## src/rtl/instr_fetch_unit.sv

```systemverilog
`default_nettype none
// ============================================================================
// Module      : instr_fetch_unit
// Description : Fetches one- or two-byte instructions from instruction memory
//               at the address supplied by the program counter. It pulses the
//               PC enable after each byte and presents the decoded fields to
//               the control unit through a valid/ack handshake.
// Ports       : clk, reset       - clock, asynchronous active-high reset
//               start            - fetch request (IDLE/DONE only)
//               pc, pc_inc       - PC value in, one-cycle PC enable out
//               mem_req/addr     - memory read request and address
//               mem_ready/rdata  - memory read data handshake
//               instr_valid/ack  - instruction handshake to control unit
//               opcode, operand, imm, two_byte - latched instruction fields
//               busy, fetch_err  - activity indicator, sticky timeout flag
// Revision    : 1.0 - initial release
// ============================================================================
module instr_fetch_unit #(
    parameter int ADDR_W  = 8,
    parameter int TIMEOUT = 16
) (
    input  logic              clk,
    input  logic              reset,
    input  logic              start,
    input  logic [ADDR_W-1:0] pc,
    output logic              pc_inc,
    output logic              mem_req,
    output logic [ADDR_W-1:0] mem_addr,
    input  logic              mem_ready,
    input  logic [7:0]        mem_rdata,
    output logic              instr_valid,
    input  logic              instr_ack,
    output logic [3:0]        opcode,
    output logic [3:0]        operand,
    output logic [7:0]        imm,
    output logic              two_byte,
    output logic              busy,
    output logic              fetch_err
);

    // Counter only needs to reach TIMEOUT-1; the abort fires on the cycle
    // that would bring it to TIMEOUT.
    localparam int               CNT_W        = (TIMEOUT > 1) ? $clog2(TIMEOUT + 1) : 1;
    localparam logic [CNT_W-1:0] c_cnt_last   = (TIMEOUT > 0) ? CNT_W'(TIMEOUT - 1) : '0;
    localparam logic             c_timeout_en = (TIMEOUT != 0);

    typedef enum logic [2:0] {
        S_IDLE   = 3'd0,
        S_FETCH1 = 3'd1,
        S_ADV1   = 3'd2,
        S_FETCH2 = 3'd3,
        S_ADV2   = 3'd4,
        S_DONE   = 3'd5
    } state_t;

    state_t           r_state;
    state_t           w_next;
    logic [CNT_W-1:0] r_cnt;
    logic [3:0]       r_opcode;
    logic [3:0]       r_operand;
    logic [7:0]       r_imm;
    logic             r_two_byte;
    logic             r_fetch_err;
    logic             w_accept;     // a start is taken this cycle
    logic             w_timeout;    // fetch abandoned this cycle
    logic             w_enter_f2;   // moving from ADV1 into FETCH2

    // ------------------------------------------------------------------
    // Next-state and output decode
    // ------------------------------------------------------------------
    always_comb begin
        w_next      = r_state;
        w_accept    = 1'b0;
        w_timeout   = 1'b0;
        w_enter_f2  = 1'b0;
        mem_req     = 1'b0;
        mem_addr    = '0;
        pc_inc      = 1'b0;
        instr_valid = 1'b0;
        busy        = 1'b0;

        case (r_state)
            S_IDLE: begin
                if (start) begin
                    w_next   = S_FETCH1;
                    w_accept = 1'b1;
                end
            end
            S_FETCH1, S_FETCH2: begin
                mem_req  = 1'b1;
                mem_addr = pc;
                busy     = 1'b1;
                if (mem_ready) begin
                    w_next = (r_state == S_FETCH1) ? S_ADV1 : S_ADV2;
                end else if (c_timeout_en && (r_cnt == c_cnt_last)) begin
                    w_next    = S_IDLE;
                    w_timeout = 1'b1;
                end
            end
            S_ADV1: begin
                pc_inc = 1'b1;
                busy   = 1'b1;
                // r_two_byte already holds bit 7 of the byte captured in FETCH1
                if (r_two_byte) begin
                    w_next     = S_FETCH2;
                    w_enter_f2 = 1'b1;
                end else begin
                    w_next = S_DONE;
                end
            end
            S_ADV2: begin
                pc_inc = 1'b1;
                busy   = 1'b1;
                w_next = S_DONE;
            end
            S_DONE: begin
                instr_valid = 1'b1;
                if (instr_ack) begin
                    if (start) begin
                        w_next   = S_FETCH1;
                        w_accept = 1'b1;
                    end else begin
                        w_next = S_IDLE;
                    end
                end
            end
            default: begin
                w_next = S_IDLE;
            end
        endcase
    end

    // ------------------------------------------------------------------
    // State register
    // ------------------------------------------------------------------
    always_ff @(posedge clk or posedge reset) begin
        if (reset) begin
            r_state <= S_IDLE;
        end else begin
            r_state <= w_next;
        end
    end

    // ------------------------------------------------------------------
    // Wait counter, error flag and instruction register
    // ------------------------------------------------------------------
    always_ff @(posedge clk or posedge reset) begin
        if (reset) begin
            r_cnt       <= '0;
            r_fetch_err <= 1'b0;
            r_opcode    <= 4'h0;
            r_operand   <= 4'h0;
            r_imm       <= 8'h00;
            r_two_byte  <= 1'b0;
        end else begin
            if (w_accept || w_enter_f2) begin
                r_cnt <= '0;
            end else if (mem_req && !mem_ready) begin
                r_cnt <= r_cnt + 1'b1;
            end

            if (w_accept) begin
                r_fetch_err <= 1'b0;
            end else if (w_timeout) begin
                r_fetch_err <= 1'b1;
            end

            if ((r_state == S_FETCH1) && mem_ready) begin
                r_opcode   <= mem_rdata[7:4];
                r_operand  <= mem_rdata[3:0];
                r_two_byte <= mem_rdata[7];
                r_imm      <= 8'h00;
            end

            if ((r_state == S_FETCH2) && mem_ready) begin
                r_imm <= mem_rdata;
            end
        end
    end

    assign opcode    = r_opcode;
    assign operand   = r_operand;
    assign imm       = r_imm;
    assign two_byte  = r_two_byte;
    assign fetch_err = r_fetch_err;

endmodule
`default_nettype wire

```

## config.mk

```make
export PLATFORM = sky130hd
export DESIGN_NAME = instr_fetch_unit
export DESIGN_NICKNAME = d
export VERILOG_FILES = /design/src/rtl/instr_fetch_unit.sv
export SDC_FILE = /design/constraint.sdc
export NUM_CORES = 1
export LEC_CHECK = 0
export CAP_MARGIN = 40
export CORE_MARGIN = 2
export CORE_UTILIZATION = 25
export CTS_CLUSTER_DIAMETER = 100
export DETAILED_ROUTE_END_ITERATION = 16
export SLEW_MARGIN = 15
export SYNTH_ARGS = -nofsm -noshare
export SYNTH_HDL_FRONTEND = slang
export SYNTH_SLANG_ARGS = --single-unit
```

## constraint.sdc

```tcl
create_clock -name clk -period 2.4 [get_ports clk]
set_input_delay 0.24 -clock clk [delete_from_list [all_inputs] [get_ports clk]]
set_output_delay 0.24 -clock clk [all_outputs]
set_load 0.01 [all_outputs]
```

==> results of run 1 <==
power by group through the flow:
stage / sequential (W) / combinational, W / clock [W]
6_report: 0.000785 / 0.00114 / 0.000250
3_5_place_dp: 0.000792 / 0.00114 / 0
4_1_cts: 0.000786 / 0.00116 / 0.000264
3_3_place_gp: 0.000784 / 0.00111 / 0
5_1_grt: 0.000818 / 0.00125 / 0.000284
2_1_floorplan: 0.000793 / 0.000562 / 0
worst max-delay path, cell delays in order, from the launching register on:
cell	delay (ns)
dfrtp_1	0.69
nand2b_1	0.21
a21oi_1	0.09
or2_2	0.28
clkdlybuf4s50_1	0.48
timing repair:
| action | 4_1_cts | 5_1_grt |
|---|---|---|
| endpoints found under the setup margin | 0 | 8 |
| setup buffers | 0 | 0 |
| hold buffers | 0 | 0 |
| gates resized for setup | 0 | 1 |
| hold endpoints to repair | 0 | 0 |
placed cells by master, fill, tap and decap left out:
master	instances
clkdlybuf4s50_1	50
dfrtp_1	25
nand2_1	18
o21ai_0	12
mux2_2	8
and2_1	8
a21oi_1	4
nor2_1	4
inv_1	3
clkbuf_8	3
nand3_1	2
mux2i_1	2
nand3b_1	2
a211oi_1	2
xnor2_1	2
or2_2	2
nand2b_1	2
and3_1	2
ha_1	2
buf_4	2
nor3_4	1
nor3b_2	1
a31oi_1	1
o32ai_1	1
a31o_2	1
and4bb_2	1
nor2b_2	1
or3b_1	1
or3_1	1
a21oi_2	1
o31ai_1	1
o211ai_1	1
clkbuf_1	1
Yosys cell counts, drive strengths merged (3+ instances only):
cell    count
a21oi       5
and2        8
clkbuf      5
dfrtp      25
inv         3
mux2        8
nand2      18
nor2        4
o21ai      12
path summary, 6_finish.rpt:
kind / slack, ns / from / end / depth (start not counted)
max: 0.15 / r_state[2] / busy / 4
min: 0.31 / reset / r_cnt[4] / 3
max reg2reg: 0.64 / r_cnt[0] / r_state[0] / 6
min reg2reg: 0.49 / imm[0] / imm[0] / 2
max in group asynchronous: 1.85 / reset / opcode[1] / 3
min in group clk: 0.49 / imm[0] / imm[0] / 2
per-stage QoR:
| stage | setup slack (ns) | cell area, um^2 |
|---|---|---|
| final | 0.149 | 1840 |
| after detailed placement | 0.409 | 1790 |
| after CTS | 0.0923 | 1830 |
| after global placement | 0.495 | 1790 |
| after global routing | 0.0652 | 1840 |
| after floorplan | 0.922 | 1230 |
per-layer routing:
metal	GRT usage, %	vias up
met1	13.4	490
met3	5.15	5
met5	0	-
met2	22.0	53
met4	2.83	0
li1	-	502
state kept, by name, indices dropped and copies added (netlist names):
name	count
imm	8
r_cnt	5
operand	4
opcode	3
r_state	3
fetch_err	1
two_byte	1
cell type report:
class,instances,area [um^2],area share (%)
Sequential cell,25,626,34.1
Multi-Input combinational cell,84,556,30.2
Timing Repair Buffer,52,515,28.1
Tap cell,67,83.8,4.56
Clock buffer,4,45.0,2.45
Inverter,3,11.3,0.613
kinds of logic (layout without fill, tap and decap cells):
family	count (synthesis)	after routing	share of synthesized area [%]
simple gates	46	46	21.0
flops	25	25	51.0
fa+ha+maj	2	2	2.04
mux	10	10	8.97
compound gates	24	24	11.6
buf+inv	10	59	3.98
xor+xnor	2	2	1.43
==> metrics, run 1 <==
Synth area leader=dfrtp_1; CTS tree=done; synth warn=0; Worst-Margin Slew=0.704 ns; first-pass GRT wire length=5110 um; Worst Setup Start Kind=flip-flop; Inst Count DP=231; DRC viols=0; leakage power=0.746 nW; Die Y=74.1 um; PD cells=1180 nW/um^2; met2 WL=1560 um; die footprint=5490 um^2; crit end category=output pin; max-cap violations=0; setup violators final=0; Final min period=2.25 ns; Rows=25; placer's final routability congestion estimate=0.775; Mapped Area=1230 um^2; met3 routed WL=338 um; number of synthesized flops with an enable pin=0; GRT overflow=0; share of cells above drive strength 1=12.5%; Area contributors post-synth=dfrtp_1 51%, mux2_2 7.3%, nand2_1 5.5%, o21ai_0 4.9%, and2_1 4.1%; Seq/Total Area, Yosys=51.0%; Seq pwr share=36.1%; Vias=1050; clock transition at the registers of the reported paths=0.09 ns; Switching Fraction=36.4%; share of the synthesized area in the top cell type=51.0%; Clock power frac=11.5%; Seq cells post-synth=25; Core Util, Final=38.9%; Highest Signal Layer=met4; FMAX=0.444 GHz; Worst slew margin=52.9%; Core Region=4720 um^2; IO buf count=50; WL/cell=13.3 um; CP Max Fanout=17; WL met1=1200 um; Period Utilization, post-route=93.8%; Most used DFF post-synth=dfrtp_1; worst hold margin=0.308 ns; dpl hpwl=2360 um; Critical Path RT=2.16 ns; final wirelength=3140 um; clock sinks=25; Total GRT Usage=12.3%; total CTS buffers=3; Mean Syn Cell Area=10.3 um^2; asr flop ratio synth=100%; Die Wd=74.1 um; RSZ-0062 raised after global routing=false; vias in the first global route=1031; setup tns final=0 ns; Mapped Cells=119; clk root buf=clkbuf_8; Psw=0.000793 W; clk_lat worst skew=0.27 ns; Pins Over Slew Limit=0; worst IR drop on VDD=463 uV; critical path arrival=2.01 ns; HP Class=input port to asynchronous set/reset pin; Logic pwr share=52.4%; largest net degree at the start of global routing=26; H-tree depth=1; Design Power=0.00218 W; final hold violation count=0; Synth Net Count=142; Power Internal=0.00138 W; initial antenna violation count=0; Longest Clk Path Bufs=2; clk_skew=0.00546 ns; Final #Nets=192; critical path class=flip-flop to output pin; DRC violation total after the first TritonRoute iteration=131; Layout Cells excl Fill=235; Top Ports=51; synth unique cells=32; ANT nets after route=0; drt first pass iters=4; DR vias/cell=4.47; ant diodes=0; FILL cells=467; Layout area overhead=49.6%; initial core utilization=26.0%; status=finished clean
(Power assumes the default switching activity.)
==> run 2: changes to the inputs <==
- ABC_CLOCK_PERIOD_IN_PS: unset -> 2400
==> results of run 2 <==
Final layout, timing and power as in run 1 (identical DEF).
